**src/rtl/gf2m_pkg.sv**
```systemverilog
// gf2m_pkg: shared types and elaboration helpers for the digit-serial
// GF(2^m) multiplier.
//   state_e      - control FSM states
//   n_digits     - number of D-bit digits covering a WIDTH-bit operand
//   cnt_width    - digit counter width (at least 1 bit)
//   digit_legal  - true when a single reduction fold suffices for x^D
package gf2m_pkg;

  typedef enum logic [1:0] {
    IDLE = 2'd0,
    RUN  = 2'd1,
    DONE = 2'd2
  } state_e;

  function automatic int n_digits(input int width, input int d);
    return (width + d - 1) / d;
  endfunction

  function automatic int cnt_width(input int n);
    return (n > 1) ? $clog2(n) : 1;
  endfunction

  // x^D mod f is done with one fold of the overflow bits; that only works
  // when the folded bits shifted by the highest middle term stay below x^m.
  function automatic bit digit_legal(input int width, input int d, input int k3,
                                     input int k2, input int k1, input int penta);
    if (d < 1 || d > width) return 1'b0;
    if (penta != 0) return (k3 > k2) && (k2 > k1) && (k1 > 0) && (d <= width - k3);
    return (k1 > 0) && (d <= width - k1);
  endfunction

endpackage

```
**src/rtl/gf2m_shift_xi.sv**
```systemverilog
// gf2m_shift_xi: combinational q = en ? p*x^I mod f : 0.
// f(x) = x^WIDTH + x^K3 + x^K2 + x^K1 + 1 (PENTA=1) or x^WIDTH + x^K1 + 1.
// Valid for I <= WIDTH-K3 (PENTA=1) or I <= WIDTH-K1 (PENTA=0); I=0 is a
// plain gate.
//   en  in   1      gate; 0 forces q to zero
//   p   in   WIDTH  polynomial, bit i = coeff of x^i
//   q   out  WIDTH  reduced product
module gf2m_shift_xi #(
  parameter int WIDTH = 83,
  parameter int K3    = 7,
  parameter int K2    = 4,
  parameter int K1    = 2,
  parameter int PENTA = 1,
  parameter int I     = 1
) (
  input  logic             en,
  input  logic [WIDTH-1:0] p,
  output logic [WIDTH-1:0] q
);

  logic [WIDTH-1:0] lo, hi, fold;

  // lo: bits of p*x^I that stay below x^m; hi: the I bits pushed past x^m,
  // re-based to x^0 so they can be folded with x^m == f - x^m.
  assign lo = p << I;
  assign hi = p >> (WIDTH - I);

  always_comb begin
    fold = hi ^ (hi << K1);
    if (PENTA != 0) fold = fold ^ (hi << K2) ^ (hi << K3);
  end

  assign q = en ? (lo ^ fold) : '0;

endmodule

```
**src/rtl/gf2m_mul_digit_hs.sv**
```systemverilog
// gf2m_mul_digit_hs: digit-serial GF(2^m) multiplier, MSB digit first,
// with valid/ready handshakes and back-to-back issue from DONE.
// Optional feature macro: GF2M_MUL_ACC_EN (adds op_acc, op_c = a*b + acc).
//   clk        in   1      clock, rising edge
//   rst_b      in   1      asynchronous active-low reset
//   in_valid   in   1      operands valid
//   in_ready   out  1      operands accepted this cycle
//   op_a       in   WIDTH  multiplicand
//   op_b       in   WIDTH  multiplier
//   op_acc     in   WIDTH  addend (GF2M_MUL_ACC_EN only)
//   out_valid  out  1      op_c holds a result
//   out_ready  in   1      consumer takes op_c
//   op_c       out  WIDTH  a*b (+acc) mod f
//   busy       out  1      FSM not IDLE
module gf2m_mul_digit_hs
  import gf2m_pkg::*;
#(
  parameter int WIDTH = 83,
  parameter int K3    = 7,
  parameter int K2    = 4,
  parameter int K1    = 2,
  parameter int D     = 16,
  parameter int PENTA = 1
) (
  input  logic             clk,
  input  logic             rst_b,
  input  logic             in_valid,
  output logic             in_ready,
  input  logic [WIDTH-1:0] op_a,
  input  logic [WIDTH-1:0] op_b,
`ifdef GF2M_MUL_ACC_EN
  input  logic [WIDTH-1:0] op_acc,
`endif
  output logic             out_valid,
  input  logic             out_ready,
  output logic [WIDTH-1:0] op_c,
  output logic             busy
);

  localparam int N     = n_digits(WIDTH, D);
  localparam int AW    = N * D;
  localparam int CW    = cnt_width(N);
  localparam bit LEGAL = digit_legal(WIDTH, D, K3, K2, K1, PENTA);

  if (!LEGAL) begin : g_bad_cfg
    $error("gf2m_mul_digit_hs: D/K parameters need more than one reduction fold");
  end

  state_e           state;
  logic [CW-1:0]    cnt;
  logic [AW-1:0]    a_q;      // a zero-padded to N*D bits, top digit consumed first
  logic [WIDTH-1:0] b_q, c_q;
  logic [D-1:0]     a_top;
  logic [D-1:0][WIDTH-1:0] pp;
  logic [WIDTH-1:0] pp_sum, c_sh, c_next, acc_term;
  logic             load, last;

  assign in_ready = (state == IDLE) || ((state == DONE) && out_ready);
  assign load     = in_valid && in_ready;
  assign last     = (cnt == CW'(N - 1));
  assign a_top    = a_q[AW-1 -: D];
  assign op_c     = c_q;

  // Partial products a_top[j] * b * x^j mod f, one reducer per digit bit.
  for (genvar j = 0; j < D; j++) begin : g_pp
    gf2m_shift_xi #(.WIDTH(WIDTH), .K3(K3), .K2(K2), .K1(K1), .PENTA(PENTA), .I(j))
      u_pp (.en(a_top[j]), .p(b_q), .q(pp[j]));
  end

  always_comb begin
    pp_sum = '0;
    for (int j = 0; j < D; j++) pp_sum = pp_sum ^ pp[j];
  end

  // Horner step: shift the running result up by one digit.
  gf2m_shift_xi #(.WIDTH(WIDTH), .K3(K3), .K2(K2), .K1(K1), .PENTA(PENTA), .I(D))
    u_csh (.en(1'b1), .p(c_q), .q(c_sh));

  assign c_next = c_sh ^ pp_sum;

`ifdef GF2M_MUL_ACC_EN
  logic [WIDTH-1:0] acc_q;
  always_ff @(posedge clk or negedge rst_b) begin
    if (!rst_b)    acc_q <= '0;
    else if (load) acc_q <= op_acc;
  end
  assign acc_term = acc_q;
`else
  assign acc_term = '0;
`endif

  always_ff @(posedge clk or negedge rst_b) begin
    if (!rst_b) begin
      state     <= IDLE;
      cnt       <= '0;
      a_q       <= '0;
      b_q       <= '0;
      c_q       <= '0;
      out_valid <= 1'b0;
      busy      <= 1'b0;
    end else begin
      case (state)
        IDLE, DONE: begin
          if (load) begin
            // From DONE this is the back-to-back path: straight to RUN.
            a_q       <= AW'(op_a);
            b_q       <= op_b;
            c_q       <= '0;
            cnt       <= '0;
            state     <= RUN;
            out_valid <= 1'b0;
            busy      <= 1'b1;
          end else if (state == DONE && out_ready) begin
            state     <= IDLE;
            out_valid <= 1'b0;
            busy      <= 1'b0;
          end
        end
        RUN: begin
          c_q <= last ? (c_next ^ acc_term) : c_next;
          a_q <= a_q << D;
          if (last) begin
            cnt       <= '0;
            state     <= DONE;
            out_valid <= 1'b1;
          end else begin
            cnt <= cnt + CW'(1);
          end
        end
        default: begin
          state     <= IDLE;
          out_valid <= 1'b0;
          busy      <= 1'b0;
        end
      endcase
    end
  end

endmodule

```
**config.mk**
```make
export PLATFORM = sky130hd
export DESIGN_NAME = gf2m_mul_digit_hs
export DESIGN_NICKNAME = d
export VERILOG_FILES = /design/src/rtl/gf2m_pkg.sv /design/src/rtl/gf2m_shift_xi.sv /design/src/rtl/gf2m_mul_digit_hs.sv
export SDC_FILE = /design/constraint.sdc
export NUM_CORES = 2
export LEC_CHECK = 0
export ABC_AREA = 1
export BUFFER_PORTS_ARGS = -buffer_cell sky130_fd_sc_hd__clkbuf_2
export CAP_MARGIN = 10
export CELL_PAD_IN_SITES_DETAIL_PLACEMENT = 0
export CELL_PAD_IN_SITES_GLOBAL_PLACEMENT = 2
export CORE_MARGIN = 1.5
export CORE_UTILIZATION = 34
export DETAILED_ROUTE_END_ITERATION = 8
export GPL_TIMING_DRIVEN = 0
export MAX_ROUTING_LAYER = met4
export PLACE_DENSITY_LB_ADDON = 0.05
export SKIP_CTS_REPAIR_TIMING = 1
export SYNTH_ARGS = -nofsm -noshare
export SYNTH_HDL_FRONTEND = slang
export SYNTH_HIERARCHICAL = 1
export SYNTH_SLANG_ARGS = --single-unit
```
**constraint.sdc**
```tcl
create_clock -name clk -period 6.7 [get_ports clk]
set_input_delay 0.67 -clock clk [delete_from_list [all_inputs] [get_ports clk]]
set_output_delay 0.67 -clock clk [all_outputs]
set_load 0.1 [all_outputs]
```
== Word level (Yosys, flattened, before mapping) ==
Cells that the tools add are included.
Cells by class
  add/subtract/negate cells: 1
  equal/unequal tests: 6
  mux-type cells: 33
  bitwise logic cells: 81
  reduce and logical (&&, ||, !) cells: 10
Operators by type and width (number)
  XOR 83 bit: 32
  two-way mux 83 bit: 17
  case mux 96 bit (2 select lines): 1
  case mux 83 bit (2 select lines): 1
  XOR 83 x 10 -> 83 bit: 2
  XOR 83 x 11 -> 83 bit: 2
  XOR 83 x 12 -> 83 bit: 2
  XOR 83 x 13 -> 83 bit: 2
  XOR 83 x 14 -> 83 bit: 2
  XOR 83 x 15 -> 83 bit: 2
  XOR 83 x 16 -> 83 bit: 2
  XOR 83 x 17 -> 83 bit: 2
  XOR 83 x 18 -> 83 bit: 2
  XOR 83 x 19 -> 83 bit: 2
  XOR 83 x 20 -> 83 bit: 2
  XOR 83 x 8 -> 83 bit: 2
  XOR 83 x 9 -> 83 bit: 2
  two-way mux 96 bit: 1
  XOR 83 x 21 -> 83 bit: 1
  XOR 83 x 22 -> 83 bit: 1
  XOR 83 x 23 -> 83 bit: 1
  XOR 83 x 5 -> 83 bit: 1
  XOR 83 x 6 -> 83 bit: 1
  XOR 83 x 7 -> 83 bit: 1
  35 further kinds: 47
Word-level totals
  flip-flop bits (word level): 269

== Depth between registers and ports, before layout ==
  word-level depth: 22
  depth in mapped cells: 19
  mapped depth without buffers: 19

== Cells and area by module ==
Netlist, hierarchy kept.
By module, submodules not included
  gf2m_mul_digit_hs: times used 1, cells each 5750, area each 32866.5 µm², sequential area each 6706.4 µm²
  gf2m_shift_xi at u_csh: times used 1, cells each 287, area each 1124.8 µm², sequential area each 0.0 µm²
  gf2m_shift_xi at g_pp[15].u_pp: times used 1, cells each 284, area each 1112.3 µm², sequential area each 0.0 µm²
  gf2m_shift_xi at g_pp[14].u_pp: times used 1, cells each 274, area each 1084.8 µm², sequential area each 0.0 µm²
  gf2m_shift_xi at g_pp[13].u_pp: times used 1, cells each 269, area each 1056.0 µm², sequential area each 0.0 µm²
  gf2m_shift_xi at g_pp[11].u_pp: times used 1, cells each 254, area each 1012.2 µm², sequential area each 0.0 µm²
  gf2m_shift_xi at g_pp[12].u_pp: times used 1, cells each 257, area each 1007.2 µm², sequential area each 0.0 µm²
  gf2m_shift_xi at g_pp[10].u_pp: times used 1, cells each 241, area each 1001.0 µm², sequential area each 0.0 µm²
  gf2m_shift_xi at g_pp[9].u_pp: times used 1, cells each 236, area each 928.4 µm², sequential area each 0.0 µm²
  gf2m_shift_xi at g_pp[8].u_pp: times used 1, cells each 230, area each 899.6 µm², sequential area each 0.0 µm²
  gf2m_shift_xi at g_pp[7].u_pp: times used 1, cells each 224, area each 868.3 µm², sequential area each 0.0 µm²
  gf2m_shift_xi at g_pp[6].u_pp: times used 1, cells each 214, area each 832.0 µm², sequential area each 0.0 µm²
  gf2m_shift_xi at g_pp[5].u_pp: times used 1, cells each 201, area each 812.0 µm², sequential area each 0.0 µm²
  gf2m_shift_xi at g_pp[4].u_pp: times used 1, cells each 192, area each 783.3 µm², sequential area each 0.0 µm²
  +4 rows

== Worst setup path after synthesis ==
No wires, ideal clock.
  path type: flip-flop to flip-flop
  from: register b_q[82]
  to: register c_q[16] (netlist: op_c[16])
  setup time: 0.120 ns
  arrival: 2.878 ns
  setup slack: 3.703 ns
  stages on the path, launching flop included: 16
  cells stage by stage: dfrtp_1 > nand2_1 > nand2_2 > nor2_1 > nor2_1 > inv_1 > nand2_1 > nand2_1 > o21ai_0 > nand2_1 > nand2_1 > nand3b_1 > nand2_1 > nand2_1 > nand3_1 > nand2_1
RTL lines
  start, declared: line gf2m_mul_digit_hs.sv:52  | logic [WIDTH-1:0] b_q, c_q;
  start signal, assigned: line gf2m_mul_digit_hs.sv:107  | b_q <= op_b;
  end signal, assigned: line gf2m_mul_digit_hs.sv:120  | c_q <= last ? (c_next ^ acc_term) : c_next;
  end, declared: line gf2m_mul_digit_hs.sv:52

==> results.sh <==
export IMPL_core_um2=141000
export IMPL_ys_ff_latch=268
export IMPL_initial_antenna_violation_count=6
export IMPL_postSynthAreaPerCell_um2=5.02
export IMPL_cp_required_ns=6.03
export IMPL_syn2layout_area_growth_pct=11.4
export IMPL_sequential_area_um2=6740
export IMPL_ys_seq_area_share_pct=13.9
export IMPL_min_path_cells=2
export IMPL_ys_async_sr_fraction_pct=100
export IMPL_timing_critical_path_from_type="flop"
export IMPL_route_detailed_wl_per_inst_um=16.7
export IMPL_io_pin_count=256
export IMPL_io_buffer_count=254
export IMPL_synth_top_area_share_pct=34.8
export IMPL_timing_final_crit_share_pct=43.9
export IMPL_setup_viol=0
export IMPL_r2r_worst_path_cells=8
export IMPL_mappedNetlistArea_um2=48400
export IMPL_first_global_vias=48900
export IMPL_firstDrtPassIters=6
export IMPL_post_synth_top_area_cell="sky130_fd_sc_hd__nand2_1"
export IMPL_synth_commonest_cells="sky130_fd_sc_hd__nand2_1, sky130_fd_sc_hd__inv_1, sky130_fd_sc_hd__nand3_1"
export IMPL_initial_utilization_pct=34.2
export IMPL_arrival_ns=2.27
export IMPL_clock_fmax_mhz=340
export IMPL_grt_first_pass_wirelength_um=296000
export IMPL_initialDrtViolationCount=3630
export IMPL_fill_cells=16000
export IMPL_skew_ns=0.0629
export IMPL_layout_drive_gt1_share_pct=7.71
export IMPL_nets=10100
export IMPL_hold_class="input port to flop"
export IMPL_clk_path_buf_depth=3
export IMPL_drt_drc=0
export IMPL_syn_num_nets=9806
export IMPL_reg2reg_to="a_q[92]"
export IMPL_criticalPathCategory="flop to output port"
export IMPL_clk_pin_slew_ns=0.06
export IMPL_synthDistinctLibCells=32
export IMPL_synth_area_leaders="sky130_fd_sc_hd__nand2_1, sky130_fd_sc_hd__inv_1, sky130_fd_sc_hd__dfrtp_1, sky130_fd_sc_hd__nand3_1, sky130_fd_sc_hd__xnor2_1"
export IMPL_finalWeightedCongestion=0.873
export IMPL_hold_path_startpoint="op_b[80]"
export IMPL_cp_end_kind="output port"
export IMPL_finalCoreUtilization_pct=38.1
export IMPL_max_cap_violations=0
export IMPL_multi_input_area_um2=31500
export IMPL_synth_most_common_cell="sky130_fd_sc_hd__nand2_1"
export IMPL_cts_root_buf="sky130_fd_sc_hd__clkbuf_16"
export IMPL_die_area_um2=144000
export IMPL_ctsHtreeMaxLevel=2
export IMPL_via_count=54100
export IMPL_finalMaxSlewViolations=0
export IMPL_rsz0062_at_grt="no"
export IMPL_max_slew_margin_pct=13.7
export IMPL_route_antenna_remaining_nets=0
export IMPL_drt_total_wl_um=199000
export IMPL_clock_latency_ns=0.65
export IMPL_ys_flop_type="sky130_fd_sc_hd__dfrtp_1"
export IMPL_grt_max_degree=95
export IMPL_cts_buffers_inserted=39
export IMPL_critical_path_reg2reg_startpoint="out_valid"
export IMPL_tightest_slew_ns=1.29
export IMPL_synth_enable_flop_cells=0
export IMPL_grt_usage_pct=27.7
export IMPL_crit_path_max_fanout=10
export IMPL_die_width_um=380
export IMPL_numClockSinks=268
export IMPL_tritoncts="done"
export IMPL_synthesis_yosys_warnings=6
export IMPL_regToRegSetupSlack_ns=3.81
export IMPL_syn_instance_count=9636
export IMPL_final_period_minus_worst_setup_slack_ns=2.94
export IMPL_gr_total_overflow=0
export IMPL_rows=138
export IMPL_hpwl_um=142000
export IMPL_dieHeight_um=380
export IMPL_vias_per_cell=4.56
export IMPL_hold_path_endpoint="b_q[80]"
export IMPL_outcome="complete, no violations"
export IMPL_report_final_hold_viol_count=0
[per-stage QoR]
step,setup TNS (ns),cell area [µm²],setup slack [ns],hold WS [ns],instances
finish,0,53900,3.76,0.224,11900
global route,0,53900,3.55,0.221,11900
CTS,0,53900,3.70,-0.115,11900
detailed placement,0,52500,3.47,0.474,11800
global placement,-482.36,52000,-1.90,0.467,11800
floorplan,0,48400,3.70,0.374,9636
[worst max-delay path, stage by stage, from the launching register on]
cell                       delay [ns]
sky130_fd_sc_hd__dfrtp_1         0.46
sky130_fd_sc_hd__a21oi_4         0.31
sky130_fd_sc_hd__clkbuf_1        0.35
sky130_fd_sc_hd__clkbuf_2        0.53
[logic make-up after synthesis]
logic type / after synthesis / synth area share [%]
mux: 83 / 1.93
other cells: 1 / 0.00776
compound gates: 297 / 3.63
xor+xnor: 584 / 10.6
simple gates: 5877 / 48.9
flops: 268 / 13.9
buf+inv: 2526 / 21.1
[metal layers]
metal  vias up  part of all wire (%)  global-route usage, %
li1      28600                     -                      -
met1     24200                    47                   35.9
met4         0                   2.6                   7.00
met3       202                   4.0                   1.80
met2      1119                    47                   46.7
met5         -                     0                      -
[layout make-up]
cell class | count | share of cell area (%)
timing repair buffer | 275 | 3.23
clock inverter | 14 | 0.358
multi-input combinational | 6842 | 58.4
antenna | 8 | 0.0372
clock buffer | 58 | 2.19
sequential | 268 | 12.5
inverter | 2310 | 16.1
buffer | 216 | 2.81
tap | 1890 | 4.39
[state kept, by name, indices dropped and copies added, names as in the netlist]
| signal | cells |
|---|---|
| cnt | 3 |
| state | 1 |
| op_c | 83 |
| out_valid | 1 |
| a_q | 96 |
| busy | 1 |
| b_q | 83 |
[worst max path at each step]
stage / from / end / slack (ns)
finish: out_valid / in_ready / 3.76
global route: b_q[78] / op_c[7] / 3.55
global placement: rst_b / b_q[1] / -1.90
CTS: out_valid / in_ready / 3.70
floorplan: b_q[82] / op_c[16] / 3.70
detailed placement: out_ready / op_c[71] / 3.47
[placed cells by master (no fill, tap or decap), drive strengths merged, types with 8 or more instances in the layout]
cell,count
nor3,67
nand2,4504
nor2,412
o21ai,146
clkinv,8
diode,8
inv,2313
dfrtp,268
or2,68
mux2,83
a21oi,81
nand3b,95
buf,210
nand3,728
xor2,261
clkbuf,338
xnor2,323
a221oi,64
Power is left out: the tool's default activity adds up to more than one toggle a clock period on the data nets, which glitch-free logic cannot reach.
